[config.mk]
export PLATFORM = sky130hd
export DESIGN_NAME = vuart_dev_seq
export DESIGN_NICKNAME = d
export VERILOG_FILES = /design/src/rtl/vuart_dev_seq_pkg.sv /design/src/rtl/vuart_dev_seq.sv
export SDC_FILE = /design/constraint.sdc
export NUM_CORES = 1
export LEC_CHECK = 0
export ABC_CLOCK_PERIOD_IN_PS = 4200
export CORE_UTILIZATION = 65
export CTS_CLUSTER_SIZE = 40
export DETAILED_ROUTE_END_ITERATION = 7
export DONT_BUFFER_PORTS = 1
export PLACE_DENSITY = 0.8
export SKIP_LAST_GASP = 1
export SYNTH_ARGS = -nofsm -noshare
export SYNTH_HDL_FRONTEND = slang
export SYNTH_SLANG_ARGS = --single-unit
[constraint.sdc]
create_clock -name clk -period 4.2 [get_ports clk]
set_input_delay 0.84 -clock clk [delete_from_list [all_inputs] [get_ports clk]]
set_output_delay 0.84 -clock clk [all_outputs]
set_load 0.01 [all_outputs]
[src/rtl/vuart_dev_seq_pkg.sv]
// Shared vuart register map (device-port offsets, STAT bit layout) and the
// sequencer state encoding used by the APB-master side.
package vuart_dev_seq_pkg;

  localparam logic [15:0] VUART_ADDR_STAT      = 16'h0000;
  localparam logic [15:0] VUART_ADDR_FIFO      = 16'h0008;
  localparam int          VUART_STAT_RXVLD_BIT = 0;
  localparam int          VUART_STAT_TXRDY_BIT = 1;

  typedef enum logic [2:0] {
    IDLE        = 3'd0,
    STAT_SETUP  = 3'd1,
    STAT_ACCESS = 3'd2,
    TX_SETUP    = 3'd3,
    TX_ACCESS   = 3'd4,
    RX_SETUP    = 3'd5,
    RX_ACCESS   = 3'd6,
    GAP         = 3'd7
  } seq_state_e;

  // FIFO writes carry the byte in the low lane, upper lanes zero.
  function automatic logic [31:0] fifo_wdata(input logic [7:0] b);
    return {24'h0, b};
  endfunction

endpackage

[src/rtl/vuart_dev_seq.sv]
// Byte-stream to APB vuart sequencer: STAT poll before every FIFO access; TX byte
// completes 5 cycles after capture (pready=1); tx stalls on full hold, rx holds until rx_ready.
module vuart_dev_seq
  import vuart_dev_seq_pkg::*;
#(
  parameter logic [15:0] ADDR_STAT      = VUART_ADDR_STAT,
  parameter logic [15:0] ADDR_FIFO      = VUART_ADDR_FIFO,
  parameter int          STAT_RXVLD_BIT = VUART_STAT_RXVLD_BIT,
  parameter int          STAT_TXRDY_BIT = VUART_STAT_TXRDY_BIT,
  parameter int          POLL_GAP       = 8
) (
  input  logic        clk,
  input  logic        rst_n,
  input  logic [7:0]  tx_data,
  input  logic        tx_valid,
  output logic        tx_ready,
  output logic [7:0]  rx_data,
  output logic        rx_valid,
  input  logic        rx_ready,
  input  logic        rx_enable,
  output logic        psel,
  output logic        penable,
  output logic        pwrite,
  output logic [15:0] paddr,
  output logic [31:0] pwdata,
  input  logic [31:0] prdata,
  input  logic        pready,
  input  logic        pslverr,
  output logic        err,
  input  logic        err_clr,
  output logic        busy
);

  localparam logic [7:0] GAP_LOAD = (POLL_GAP > 0) ? 8'(POLL_GAP - 1) : 8'd0;

  seq_state_e state;
  logic       hold_vld;
  logic [7:0] hold_dat;
  logic       last_tx;
  logic [7:0] gap_cnt;
  logic       tx_ok;
  logic       rx_ok;

  assign tx_ready = !hold_vld;
  assign busy     = (state != IDLE);
  assign tx_ok    = hold_vld && prdata[STAT_TXRDY_BIT];
  assign rx_ok    = rx_enable && !rx_valid && prdata[STAT_RXVLD_BIT];

  always_ff @(posedge clk) begin
    if (!rst_n) begin
      state    <= IDLE;
      psel     <= 1'b0;
      penable  <= 1'b0;
      pwrite   <= 1'b0;
      paddr    <= '0;
      pwdata   <= '0;
      hold_vld <= 1'b0;
      hold_dat <= '0;
      rx_valid <= 1'b0;
      rx_data  <= '0;
      err      <= 1'b0;
      last_tx  <= 1'b0;
      gap_cnt  <= '0;
    end else begin
      if (tx_valid && tx_ready) begin
        hold_vld <= 1'b1;
        hold_dat <= tx_data;
      end
      if (rx_valid && rx_ready) begin
        rx_valid <= 1'b0;
      end
      // A bus error later in this block overrides the clear.
      if (err_clr) begin
        err <= 1'b0;
      end

      case (state)
        IDLE: begin
          if (hold_vld || (rx_enable && !rx_valid)) begin
            state   <= STAT_SETUP;
            psel    <= 1'b1;
            penable <= 1'b0;
            pwrite  <= 1'b0;
            paddr   <= ADDR_STAT;
            pwdata  <= '0;
          end
        end

        STAT_SETUP: begin
          state   <= STAT_ACCESS;
          penable <= 1'b1;
        end

        STAT_ACCESS: begin
          if (pready) begin
            penable <= 1'b0;
            if (pslverr) begin
              err   <= 1'b1;
              psel  <= 1'b0;
              state <= IDLE;
            end else if (tx_ok && (!rx_ok || !last_tx)) begin
              // psel stays high: the data access SETUP follows back-to-back.
              state   <= TX_SETUP;
              pwrite  <= 1'b1;
              paddr   <= ADDR_FIFO;
              pwdata  <= fifo_wdata(hold_dat);
              last_tx <= 1'b1;
            end else if (rx_ok) begin
              state   <= RX_SETUP;
              pwrite  <= 1'b0;
              paddr   <= ADDR_FIFO;
              last_tx <= 1'b0;
            end else begin
              psel    <= 1'b0;
              gap_cnt <= GAP_LOAD;
              state   <= (POLL_GAP == 0) ? IDLE : GAP;
            end
          end
        end

        TX_SETUP: begin
          state   <= TX_ACCESS;
          penable <= 1'b1;
        end

        TX_ACCESS: begin
          if (pready) begin
            psel     <= 1'b0;
            penable  <= 1'b0;
            hold_vld <= 1'b0;
            if (pslverr) begin
              err <= 1'b1;
            end
            state <= IDLE;
          end
        end

        RX_SETUP: begin
          state   <= RX_ACCESS;
          penable <= 1'b1;
        end

        RX_ACCESS: begin
          if (pready) begin
            psel    <= 1'b0;
            penable <= 1'b0;
            if (pslverr) begin
              err <= 1'b1;
            end else begin
              rx_valid <= 1'b1;
              rx_data  <= prdata[7:0];
            end
            state <= IDLE;
          end
        end

        GAP: begin
          if (gap_cnt == 8'd0) begin
            state <= IDLE;
          end else begin
            gap_cnt <= gap_cnt - 8'd1;
          end
        end

        default: begin
          state   <= IDLE;
          psel    <= 1'b0;
          penable <= 1'b0;
        end
      endcase
    end
  end

endmodule
# After elaboration in Yosys (flattened, before gate mapping)
# Index checks and enable logic that the tools add are counted.
op_classes:
  mux: 50
  addsub: 1
  n_reduce_logical: 31
  n_bitwise: 1
  eq_ne: 20
op_table:
  columns: ["operator", "n"]
  rows:
  - ["32-bit two-way mux", 4]
  - ["16-bit two-way mux", 5]
  - ["32-bit case mux with 2 select lines", 1]
  - ["8-bit two-way mux", 5]
  - ["16-bit case mux with 2 select lines", 1]
  - ["1-bit two-way mux", 22]
  - ["3-bit case mux with 7 select lines", 1]
  - ["3-bit two-way mux", 6]
  - ["2-bit != test (second input constant)", 8]
  - ["8-bit case mux with 2 select lines", 1]
  - ["3-bit equality test (second input constant)", 4]
  - ["6-bit AND reduction", 2]
  - ["5-bit AND reduction", 2]
  - ["3-bit != test (second input constant)", 3]
  - ["3-bit nonzero test", 3]
  - ["8-bit logical NOT", 1]
  - ["4-bit AND reduction", 2]
  - ["8-bit by 1-bit subtractor with 8-bit output (second input constant)", 1]
  - ["3-bit by 2-bit equality test with 1-bit output (second input constant)", 2]
  - ["1-bit logical AND", 6]
  - ["1-bit case mux with 3 select lines", 2]
  - ["3-bit AND reduction", 2]
  - ["2-bit nonzero test", 3]
  - ["3-bit OR reduction", 2]
  - ["other kinds (9)", 14]
word_totals:
  out_inout_bits: 63
  inputBits: 48
  reg_bits: 82

# Longest topological paths before layout
logic_depth:
  word_depth: 10
  depth_mapped: 6
  depth_no_buf: 6

# Worst setup path after synthesis
# OpenSTA, ideal clock, no wires.
synth_timing:
  kind: "input port to flip-flop"
  from: "in rx_enable"
  to: "reg pwdata[0]"
  setup_slack_ns: 2.261
  path_stages: 5
  arrival_time_ns: 1.822
  required_ns: 4.083
  setup_time_ns: 0.117
  n_path_buf: 1
  cell_sequence: "nor2b_1 > a31oi_1 > and4_1 > buf_2 > a22o_1"
synth_via:
  elab_chain_cells: 7
synth_rtl:
  columns: ["element", "line_no", "source"]
  rows:
  - ["start: declaration", "vuart_dev_seq.sv:20", "input logic rx_enable,"]
  - ["1-bit logical AND *", "vuart_dev_seq.sv:47, vuart_dev_seq.sv:79", null]
  - ["1-bit logical AND", "vuart_dev_seq.sv:47", "assign rx_ok = rx_enable && !rx_valid && prdata[STAT_RXVLD_BIT];"]
  - ["1-bit logical NOT", "vuart_dev_seq.sv:101", "end else if (tx_ok && (!rx_ok || !last_tx)) begin"]
  - ["1-bit logical OR", "vuart_dev_seq.sv:101", null]
  - ["1-bit logical AND", "vuart_dev_seq.sv:101", null]
  - ["2-bit != test (no line)", null, null]
  - ["5-bit AND reduction (no line) *", null, null]
  - ["end signal: assignment", "vuart_dev_seq.sv:106", "pwdata <= fifo_wdata(hold_dat);"]
  - ["end: declaration", "vuart_dev_seq.sv:25", "output logic [31:0] pwdata,"]
# Every way passes the cells marked *; elsewhere a longest branch is shown, timed or not.
# A chain may end at the register's enable or synchronous reset.

# Worst setup path in the final report
layout_timing:
  from: "reg state[1]"
  to: "out busy"
layout_via:
  elab_chain_cells: 1
layout_rtl:
  columns: ["element", "line_no", "source"]
  rows:
  - ["start: declaration", "vuart_dev_seq.sv:36", "seq_state_e state;"]
  - ["start signal: assignment", "vuart_dev_seq.sv:116", "state <= (POLL_GAP == 0) ? IDLE : GAP;"]
  - ["3-bit nonzero test", "vuart_dev_seq.sv:45", "assign busy = (state != IDLE);"]
  - ["end: declaration", "vuart_dev_seq.sv:31", "output logic busy"]
# Every way passes these cells.

==> flow_summary.json <==
{
  "maxSlewViolCount": 0,
  "clock_sinks": 43,
  "via_per_inst": 5.40,
  "hold_path_end": "pwdata[4]",
  "tightest_slew_ps": 952,
  "ctsResizeCount": 0,
  "drtPass1Iterations": 4,
  "fill_cells": 291,
  "crit_family": "flip-flops",
  "cp_max_fo": 15,
  "wirelength_mm": 3.93,
  "cts_hold_buf": 0,
  "muxShareOfSynthArea": 0.0988,
  "setup-tns-final_ps": 0,
  "antenna_left": 0,
  "path_cells": "nor2_1 > nand2_1",
  "initial_utilization": 0.688,
  "drt_iter0_drc": 55,
  "cts_buffers": 5,
  "required_ps": 3360,
  "syn_inst": 249,
  "clk_pin_slew_ps": 130,
  "wl_met3_um": 217,
  "min_path_cells": 1,
  "yosys-top-cells-area": "dfxtp_1 (37%), buf_4 (13%), mux2i_1 (9.9%)",
  "chipWidth_um": 61.9,
  "yosysMostFrequentCell": "dfxtp_1",
  "clock_latency_ps": 360,
  "synth_top_family_by_area": "simple AND/OR/NAND/NOR gates",
  "highest-signal-layer": "met4",
  "relSlewSlack": 0.364,
  "n_antenna_cell": 0,
  "core_area_um2": 3390,
  "fin_crit_ps": 2240,
  "wl_met2_mm": 1.81,
  "p_leak_nw": 0.882,
  "cts_tree": "built",
  "ys_types": 55,
  "yosysTopAreaCell": "dfxtp_1",
  "root_buffer": "clkbuf_4",
  "rsz0062_at_grt": "no",
  "syn_area_um2": 2330,
  "regArea_um2": 861,
  "htreeDepth": 2,
  "crit_type": "reg -> out",
  "min_from": "hold_dat[4]",
  "synthToLayoutAreaGrowth_pct": -3.44,
  "grt_usage": 0.222,
  "drc": 0,
  "grt_max_degree": 17,
  "end_kind": "output port",
  "synth_edf_count": 0,
  "ys_ff_latch": 43,
  "synth.top_cell.area_share": 0.369,
  "status": "finished, final reports clean",
  "drive_above_1_share": 0.117,
  "synth_ff_type": "dfxtp_1",
  "multi_input_area_um2": 1240,
  "fp.dieArea_um2": 3830,
  "hold_violations": 0,
  "startpoint_type": "flop",
  "grt_pass1_vias": 1355,
  "drv_cap": 0,
  "drt-met1-wl_mm": 1.84,
  "ir_drop_v": 0.000249,
  "synth_xor_xnor_area_share": 0.00376,
  "routabilityCongestion": 0.837,
  "powerDensity_nw_per_um2": 443,
  "antenna_found_initial": 0,
  "io_buffers": 0,
  "worst_ep_arrival_time_ps": 1400,
  "r2r_slack_ps": 2280,
  "vias": 1581,
  "clk_path_buf_depth": 2,
  "dp_hpwl_mm": 2.89,
  "wire_per_inst_um": 13.4,
  "fin_nets": 297,
  "reg2reg_from": "state[1]",
  "synthAdderAreaFrac": 0.0107,
  "cp_slowest_cell": "dfxtp_1",
  "die_height_um": 61.9,
  "setup_viol": 0,
  "skew_ps": 17.4,
  "r2r-end": "gap_cnt[5]",
  "synth-simple-area-share": 0.180,
  "post_dp_cell_area_um2": 2200,
  "cp_num_buf_inv": 0,
  "reg2reg_depth": 4,
  "synth_compound_area_frac": 0.177,
  "yosys-top-cells-count": "dfxtp_1 (43), buf_4 (39), nor2_1 (25), mux2i_1 (23), nand2_1 (16)",
  "hp-class": "reg -> reg",
  "timing.fmax_mhz": 446,
  "final_area_um2": 2250,
  "critPathMaxStageDelay_ps": 670,
  "fp-row-count": 21,
  "ys_seq_area_frac": 0.369,
  "grt_pass1_wl_mm": 6.18,
  "synthArstFlopShare": 0,
  "syn_area_per_cell_um2": 9.36,
  "ys_warn_count": 0,
  "ios": 111,
  "post_cts_buffers": 0,
  "gr-total-overflow": 0,
  "period_share": 0.534
}
-- stage by stage --
step / hold WS (ps) / power, mW / worst slack, ps / std cells / util
3_3_place_gp: 451 / 0.801 / 2100 / 286 / 0.649
2_1_floorplan: 442 / 0.789 / 2260 / 287 / -
4_1_cts: 476 / 0.999 / 1970 / 293 / 0.664
5_1_grt: 502 / 1.06 / 1880 / 293 / 0.664
6_report: 473 / 0.997 / 1960 / 293 / 0.664
3_5_place_dp: 455 / 0.808 / 2130 / 286 / 0.649
-- sequential cells by signal, indices dropped and copies added (netlist names) --
register  flops
gap_cnt       8
err           1
rx_data       8
hold_dat      8
pwrite        1
penable       1
last_tx       1
paddr         1
pwdata        8
state         3
psel          1
hold_vld      1
rx_valid      1
-- power breakdown --
part	switching [mW]	internal, mW
clock network	0.134	0.0623
registers	0.0601	0.445
logic	0.171	0.124
total	0.366	0.632
-- placed cells by master (no fill, tap or decap), types with 2 or more instances in the layout --
master     n
a211oi_2   2
conb_1    39
a22o_1     8
ha_1       2
a21oi_1    8
a31oi_1    2
a31o_2     2
dfxtp_1   43
nand3b_1   3
mux2i_1   23
clkbuf_4   5
nand3_2    2
nor2_1    25
nand2b_1   8
o21a_1     3
a211oi_1   5
nor3_1     6
inv_1      8
nand2_1   16
nor2b_1    3
-- worst max path at each step --
stage           endpoint  slack, ps  cells after the start      start
2_1_floorplan  pwdata[0]       2260                      5  rx_enable
3_3_place_gp   pwdata[2]       2100                      4  rx_enable
3_5_place_dp        psel       2130                      4  rx_enable
4_1_cts             busy       1970                      2   state[1]
5_1_grt             busy       1880                      2   state[2]
6_report            busy       1960                      2   state[1]
-- worst reg2reg max path, stage by stage (launching register included) --
cell and delay, ps:
dfxtp_1 670, nor3b_4 380, nand3_2 210, a2111oi_4 410
mux2i_1 210
-- final cells by class --
cell class	instances	area share
multi-input cells	188	0.553
clock buffers	5	0.0167
clock inverters	2	0.00611
inverters	8	0.0133
well taps	46	0.0256
repair buffers	1	0.00334
flip-flops and latches	43	0.382
-- per-layer routing --
layer | GRT usage | up-vias
met3 | 0.0766 | 7
met2 | 0.329 | 44
li1 | - | 786
met1 | 0.303 | 744
met5 | 0 | -
met4 | 0.0762 | 0
-- logic make-up after synthesis --
| logic type | count (synthesis) |
|---|---|
| buffers and inverters | 56 |
| AND/OR/NAND/NOR | 76 |
| other | 1 |
| flip-flops | 43 |
| multiplexers | 23 |
| AO/OA/AOI/OAI | 47 |
| adder cells (fa/ha/maj) | 2 |
| XOR/XNOR | 1 |
Note: power is estimated with default switching activity, not from simulation.
